## src/rtl/index_sequencer_if.sv

```systemverilog
// Control/status bundle between a sweep controller and the index sequencer.
interface index_sequencer_if;
    logic       start;
    logic       stop;
    logic [1:0] mode;
    logic       oneshot;
    logic [2:0] idx;
    logic       busy;
    logic       step;
    logic       wrap;
    logic       done;

    modport master (
        output start, stop, mode, oneshot,
        input  idx, busy, step, wrap, done
    );

    modport slave (
        input  start, stop, mode, oneshot,
        output idx, busy, step, wrap, done
    );
endinterface

```

## src/rtl/index_sequencer.sv

```systemverilog
// Timed 3-bit index generator (up / down / ping-pong / hold) feeding a 3-to-8
// one-hot decoder. A prescaler sets the step rate; start/stop select free-run
// or single-sweep operation; step/wrap/done are registered status pulses that
// line up with the cycle the new index appears.
module index_sequencer #(
    parameter int unsigned CLK_DIV = 4
) (
    input  logic              clk,
    input  logic              rst_n,
    index_sequencer_if.slave  bus
);
    localparam int unsigned    PW       = (CLK_DIV > 1) ? $clog2(CLK_DIV) : 1;
    localparam logic [PW-1:0]  PRE_MAX  = PW'(CLK_DIV - 1);

    localparam logic [1:0] MODE_UP   = 2'b00;
    localparam logic [1:0] MODE_DOWN = 2'b01;
    localparam logic [1:0] MODE_PP   = 2'b10;

    typedef enum logic [0:0] {IDLE = 1'b0, RUN = 1'b1} state_e;

    state_e        state_q, state_d;
    logic [2:0]    idx_q, idx_d;
    logic          dir_q, dir_d;        // 0 = up, 1 = down (ping-pong only)
    logic [PW-1:0] pre_q, pre_d;
    logic [1:0]    mode_q, mode_d;
    logic          oneshot_q, oneshot_d;
    logic          busy_q, busy_d;
    logic          step_q, step_d;
    logic          wrap_q, wrap_d;
    logic          done_q, done_d;

    logic [2:0]    nxt_idx;
    logic          nxt_dir;
    logic          nxt_wrap;
    logic          term;

    // Candidate next index for a step in the latched mode, plus wrap and
    // single-sweep terminal detection for that step.
    always_comb begin
        nxt_idx  = idx_q;
        nxt_dir  = dir_q;
        nxt_wrap = 1'b0;
        term     = 1'b0;
        case (mode_q)
            MODE_UP: begin
                nxt_idx  = idx_q + 3'd1;
                nxt_wrap = (nxt_idx == 3'd0);
                term     = (nxt_idx == 3'd7);
            end
            MODE_DOWN: begin
                nxt_idx  = idx_q - 3'd1;
                nxt_wrap = (nxt_idx == 3'd7);
                term     = (nxt_idx == 3'd0);
            end
            MODE_PP: begin
                if (!dir_q) begin
                    nxt_idx = idx_q + 3'd1;
                    if (nxt_idx == 3'd7) nxt_dir = 1'b1;
                end else begin
                    nxt_idx = idx_q - 3'd1;
                    if (nxt_idx == 3'd0) nxt_dir = 1'b0;
                end
                nxt_wrap = (nxt_idx == 3'd7) || (nxt_idx == 3'd0);
                // A ping-pong sweep always launches at 0 going up, so the
                // first return to 0 closes the sweep.
                term     = (nxt_idx == 3'd0);
            end
            default: begin
                term = 1'b1;   // hold: the first step ends a single sweep
            end
        endcase
    end

    // Next-state logic: launch from IDLE, prescaled stepping and stop in RUN.
    always_comb begin
        state_d   = state_q;
        idx_d     = idx_q;
        dir_d     = dir_q;
        pre_d     = pre_q;
        mode_d    = mode_q;
        oneshot_d = oneshot_q;
        busy_d    = busy_q;
        step_d    = 1'b0;
        wrap_d    = 1'b0;
        done_d    = 1'b0;
        case (state_q)
            IDLE: begin
                if (bus.start && !bus.stop) begin
                    state_d   = RUN;
                    busy_d    = 1'b1;
                    mode_d    = bus.mode;
                    oneshot_d = bus.oneshot;
                    pre_d     = '0;
                    dir_d     = 1'b0;
                    if (bus.mode == MODE_DOWN)   idx_d = 3'd7;
                    else if (bus.mode != 2'b11)  idx_d = 3'd0;
                end
            end
            default: begin
                if (bus.stop) begin
                    // Stop beats any step due this cycle; idx/dir freeze.
                    state_d = IDLE;
                    busy_d  = 1'b0;
                    pre_d   = '0;
                end else if (pre_q == PRE_MAX) begin
                    pre_d  = '0;
                    idx_d  = nxt_idx;
                    dir_d  = nxt_dir;
                    step_d = 1'b1;
                    wrap_d = nxt_wrap;
                    if (oneshot_q && term) begin
                        done_d  = 1'b1;
                        state_d = IDLE;
                        busy_d  = 1'b0;
                    end
                end else begin
                    pre_d = pre_q + 1'b1;
                end
            end
        endcase
    end

    // Single register bank for FSM state and all registered outputs.
    always_ff @(posedge clk or negedge rst_n) begin
        if (!rst_n) begin
            state_q   <= IDLE;
            idx_q     <= 3'd0;
            dir_q     <= 1'b0;
            pre_q     <= '0;
            mode_q    <= 2'b00;
            oneshot_q <= 1'b0;
            busy_q    <= 1'b0;
            step_q    <= 1'b0;
            wrap_q    <= 1'b0;
            done_q    <= 1'b0;
        end else begin
            state_q   <= state_d;
            idx_q     <= idx_d;
            dir_q     <= dir_d;
            pre_q     <= pre_d;
            mode_q    <= mode_d;
            oneshot_q <= oneshot_d;
            busy_q    <= busy_d;
            step_q    <= step_d;
            wrap_q    <= wrap_d;
            done_q    <= done_d;
        end
    end

    assign bus.idx  = idx_q;
    assign bus.busy = busy_q;
    assign bus.step = step_q;
    assign bus.wrap = wrap_q;
    assign bus.done = done_q;
endmodule

```

## src/flat_wrapper.sv

```systemverilog
// flat-port wrapper written by rule: the top's interface ports become plain ports
module index_sequencer_flat 
#(
    parameter int unsigned CLK_DIV = 4
)
  (clk, rst_n, bus_start, bus_stop, bus_mode, bus_oneshot, bus_idx, bus_busy, bus_step, bus_wrap, bus_done);
  index_sequencer_if bus_i ();
  input  logic clk;
  input  logic rst_n;
  input wire logic [$bits(bus_i.start)-1:0] bus_start;
  input wire logic [$bits(bus_i.stop)-1:0] bus_stop;
  input wire logic [$bits(bus_i.mode)-1:0] bus_mode;
  input wire logic [$bits(bus_i.oneshot)-1:0] bus_oneshot;
  output wire logic [$bits(bus_i.idx)-1:0] bus_idx;
  output wire logic [$bits(bus_i.busy)-1:0] bus_busy;
  output wire logic [$bits(bus_i.step)-1:0] bus_step;
  output wire logic [$bits(bus_i.wrap)-1:0] bus_wrap;
  output wire logic [$bits(bus_i.done)-1:0] bus_done;
  assign bus_i.start = bus_start;
  assign bus_i.stop = bus_stop;
  assign bus_i.mode = bus_mode;
  assign bus_i.oneshot = bus_oneshot;
  assign bus_idx = bus_i.idx;
  assign bus_busy = bus_i.busy;
  assign bus_step = bus_i.step;
  assign bus_wrap = bus_i.wrap;
  assign bus_done = bus_i.done;
  index_sequencer #(.CLK_DIV(CLK_DIV)) u_core (.clk(clk), .rst_n(rst_n), .bus(bus_i));
endmodule
```

## config.mk

```make
export PLATFORM = sky130hd
export DESIGN_NAME = index_sequencer_flat
export DESIGN_NICKNAME = d
export VERILOG_FILES = /design/src/rtl/index_sequencer_if.sv /design/src/rtl/index_sequencer.sv /design/src/flat_wrapper.sv
export SDC_FILE = /design/constraint.sdc
export NUM_CORES = 1
export LEC_CHECK = 0
export CAP_MARGIN = 40
export CORE_ASPECT_RATIO = 1.1
export CORE_MARGIN = 5
export CORE_UTILIZATION = 48
export DETAILED_ROUTE_END_ITERATION = 12
export GPL_TIMING_DRIVEN = 0
export PLACE_DENSITY_LB_ADDON = 0.08
export SLEW_MARGIN = 30
export SYNTH_ARGS = -nofsm -noshare
export SYNTH_HDL_FRONTEND = slang
export SYNTH_SLANG_ARGS = --single-unit
```

## constraint.sdc

```tcl
create_clock -name clk -period 2.3 [get_ports clk]
set_input_delay 0.46 -clock clk [delete_from_list [all_inputs] [get_ports clk]]
set_output_delay 0.46 -clock clk [all_outputs]
set_load 0.01 [all_outputs]
```

==> results.yml <==
cells_and_area:
  layout-drive-gt1-share_pct: 10.1
  layout.filler_cells: 183
  seq_area_sq_um: 350
  flow.area_growth_from_synthesis_pct: 20.7
  area_used_by_multi_input_combinational_logic_sq_um: 543
  nets: 138
  antennaDiodeCount: 0
global_routing:
  antenna_found_initial: 0
  grt_start_max_net_pins: 15
  grt_first_pass_wirelength_microns: 3320
  grt_overflow_total: 0
  vias_in_the_first_global_route: 703
  globalRouteTotalUtil_pct: 14.5
synthesis:
  async_reset_ff_share_pct: 100
  synth_fp_nets: 120
  synth-edff-count: 0
  synth_top_flop_cell: "sky130_fd_sc_hd__dfrtp_1"
  yosysWarnings: 0
  yosysTopAreaCellShare_pct: 36.1
  yosys_register_bits: 14
  synth_cells: 102
  synth.avg_cell_area_sq_um: 9.52
  synth_area_leaders: "sky130_fd_sc_hd__dfrtp_1 36%, sky130_fd_sc_hd__ha_1 14%, sky130_fd_sc_hd__a21oi_1 4.1%"
  ys_seq_area_share_pct: 36.1
  netlist_area_sq_um: 971
  number_of_distinct_library_cells_after_synthesis: 36
  area_leader_netlist: "sky130_fd_sc_hd__dfrtp_1"
cts:
  postCtsSetupBuffers: 0
  clock_sink_count: 14
  htree_depth: 1
  tritoncts.num_buffers: 3
  clk_latency_worst_skew_pair_ns: 0.27
  clock_tree.buffer_depth: 2
  tritoncts_clock_tree: "yes"
  cts.repair.resized: 0
  cts_hold_repair.buffers: 0
  root_buffer: "sky130_fd_sc_hd__clkbuf_4"
  clk_transition_reported_paths_ns: 0.08
sta:
  slew_headroom_pct: 57.5
  final.setup.tns_ns: 0
  final.period_utilization_pct: 83.0
  setup_viol: 0
  worst_pin_slew_ns: 0.636
  final_hold_viol_count: 0
  layout_min_cycle_time_ns: 1.91
  setup_slack_ns: 0.392
  rsz0062_at_grt: "false"
  worst_clock_skew_ns: 0.00142
  maxClockFrequency_mhz: 524
  finalMaxSlewViolations: 0
pwr:
  clock_group_share_of_total_power_pct: 21.3
  switching_share_pct: 35.3
  net-switching-power_mw: 0.282
  p_comb_share_pct: 39.1
  power_per_cell_area_nw_per_um2: 681
  p_leak_nw: 0.518
  power.share.sequential_pct: 39.5
  vdd.ir_drop.worst_mv: 0.446
  power.internal_mw: 0.516
die:
  die_w_microns: 52.9
  io_pins: 14
  placement_rows: 17
  start_util_pct: 49.1
  fp.dieArea_sq_um: 3020
  design.core.area_sq_um: 1980
  die_h_microns: 57.2
detailed_routing:
  drtAntennaViolNets: 0
  routed_wire_length_per_instance_microns: 13.4
  detailed_route_wl_microns: 1980
  drt_first_pass_iters: 4
  drcViolationCount: 0
  first_iter_violations: 21
  vias: 783
  vias_per_cell: 5.33
critical_path:
  critPathLaunchType: "flip-flop"
  maximum_fanout_count_along_the_critical_path: 10
  cp_slowest_cell: "sky130_fd_sc_hd__dfrtp_1"
  crit_required_ns: 2.51
  max_stage_delay_ns: 0.49
  worst_path_most_repeated_cell: "sky130_fd_sc_hd__ha_1"
  path_cells: "ha_1 -> ha_1 -> nor3b_1 -> nand3b_1 -> o211ai_1 -> and3_1"
  cp-end-kind: "flip-flop"
  setup.worst_path.class: "flip-flop to flip-flop"
  worstPathArrival_ns: 2.12
placement:
  finalWeightedCongestion: 0.788
  hpwl_microns: 1540
  place.port_buffers: 13
  place_worst_setup_slack_ns: 0.417
job:
  maxCapViolCount: 0
worst_hold_path:
  holdCritPathClass: "flip-flop to flip-flop"
run_status:
  run_status: "finished, final reports clean"
metal layers:
metal / wire [microns] / up-vias / track usage (%)
li1: - / 404 / -
met1: 983 / 365 / 21.3
met2: 926 / 12 / 20.9
met3: 58 / 2 / 4.70
met4: 8 / 0 / 2.19
met5: 0 / - / 0
registers in the layout, summed over array words and instances (netlist names):
signal / cells
u_core.bus.idx: 3
u_core.mode_q: 2
u_core.pre_q: 2
u_core.bus.busy: 1
u_core.bus.done: 1
u_core.bus.step: 1
u_core.bus.wrap: 1
u_core.dir_q: 1
u_core.oneshot_q: 1
u_core.state_q: 1
area by class of cell:
class	count	share of cell area, %
Multi-Input combinational cell	75	46.3
Inverter	9	2.88
Sequential cell	14	29.9
Timing Repair Buffer	13	11.1
Clock buffer	4	3.09
Buffer	4	3.74
Tap cell	28	2.99
stage by stage:
stage                     utilization [%]  cell area (sq um)  hold slack [ns]  std cells  total power, mW
after floorplan                         -                971            0.164        102            0.527
after global placement               57.4               1140            0.483        143            0.625
after detailed placement             57.4               1140            0.490        143            0.629
after CTS                            59.3               1170            0.502        147            0.802
after global routing                 59.3               1170            0.515        147            0.856
final                                59.3               1170            0.499        147            0.798
cell families after synthesis:
family          count (synthesis)  share of synthesized area [%]
simple gates                   33                           18.9
buf+inv                        13                           7.99
compound gates                 29                           20.0
fa+ha+maj                      11                           14.2
flops                          14                           36.1
xor+xnor                        1                           1.68
mux                             1                           1.16
power by group through the flow:
stage               Clock (mW)  Sequential, mW  Combinational, mW
finish                   0.170           0.315              0.312
global route             0.188           0.321              0.347
CTS                      0.176           0.316              0.310
detailed placement           0           0.320              0.309
global placement             0           0.319              0.306
floorplan                    0           0.318              0.209
worst max-delay path, delay by kind of cell (launching register included):
| family | cells | cell delay [ns] |
|---|---|---|
| AO/OA/AOI/OAI | 1 | 0.16 |
| adder cells (fa/ha/maj) | 2 | 0.59 |
| flip-flops | 1 | 0.49 |
| AND/OR/NAND/NOR | 3 | 0.60 |
cell usage in the layout (no fill, tap or decap):
cell type,count
sky130_fd_sc_hd__and4_1,1
sky130_fd_sc_hd__inv_1,9
sky130_fd_sc_hd__a311o_1,1
sky130_fd_sc_hd__o22ai_1,1
sky130_fd_sc_hd__nor4_1,3
sky130_fd_sc_hd__nor4_2,1
sky130_fd_sc_hd__nand2b_1,2
sky130_fd_sc_hd__dfrtp_1,14
sky130_fd_sc_hd__o21ai_0,5
sky130_fd_sc_hd__o221ai_1,1
sky130_fd_sc_hd__a41oi_1,1
sky130_fd_sc_hd__a31oi_1,2
sky130_fd_sc_hd__clkdlybuf4s50_1,13
sky130_fd_sc_hd__o32ai_1,1
sky130_fd_sc_hd__o41ai_1,1
sky130_fd_sc_hd__and3b_1,1
sky130_fd_sc_hd__a21oi_1,8
sky130_fd_sc_hd__clkbuf_4,3
sky130_fd_sc_hd__a21boi_0,1
sky130_fd_sc_hd__nor2b_1,1
sky130_fd_sc_hd__a221oi_1,1
sky130_fd_sc_hd__nor2_1,7
sky130_fd_sc_hd__xor2_2,1
sky130_fd_sc_hd__and3_1,2
sky130_fd_sc_hd__nand2_1,8
sky130_fd_sc_hd__buf_4,1
sky130_fd_sc_hd__mux2_2,1
sky130_fd_sc_hd__nand3b_1,1
sky130_fd_sc_hd__o211ai_1,2
sky130_fd_sc_hd__nand3_1,2
sky130_fd_sc_hd__clkbuf_8,2
sky130_fd_sc_hd__a211oi_1,2
sky130_fd_sc_hd__ha_1,11
sky130_fd_sc_hd__a21oi_2,1
sky130_fd_sc_hd__buf_6,2
sky130_fd_sc_hd__or2b_1,1
sky130_fd_sc_hd__nor3b_1,3
sky130_fd_sc_hd__a32o_1,1
path summary, 6_finish.rpt:
kind / start / cells after the start / to / slack, ns
max: u_core.bus.idx[0] / 6 / u_core.bus.done / 0.39
min: u_core.pre_q[0] / 1 / u_core.pre_q[0] / 0.50
max reg2reg: u_core.bus.idx[0] / 6 / u_core.bus.done / 0.39
min reg2reg: u_core.pre_q[0] / 1 / u_core.pre_q[0] / 0.50
max in group asynchronous: rst_n / 1 / u_core.bus.idx[1] / 1.31
min in group asynchronous: rst_n / 1 / u_core.dir_q / 0.58
synthesized netlist by cell type, types with 2 or more instances:
cell                       instances
sky130_fd_sc_hd__nand3_1           2
sky130_fd_sc_hd__o211ai_1          2
sky130_fd_sc_hd__nor4_1            3
sky130_fd_sc_hd__dfrtp_1          14
sky130_fd_sc_hd__nor2_1            7
sky130_fd_sc_hd__buf_6             2
sky130_fd_sc_hd__a31oi_1           2
sky130_fd_sc_hd__nand2b_1          2
sky130_fd_sc_hd__nor3b_1           3
sky130_fd_sc_hd__a211oi_1          2
sky130_fd_sc_hd__ha_1             11
sky130_fd_sc_hd__o21ai_0           5
sky130_fd_sc_hd__a21oi_1           8
sky130_fd_sc_hd__inv_1             9
sky130_fd_sc_hd__nand2_1           8
sky130_fd_sc_hd__and3_1            2
(Power assumes the default switching activity.)
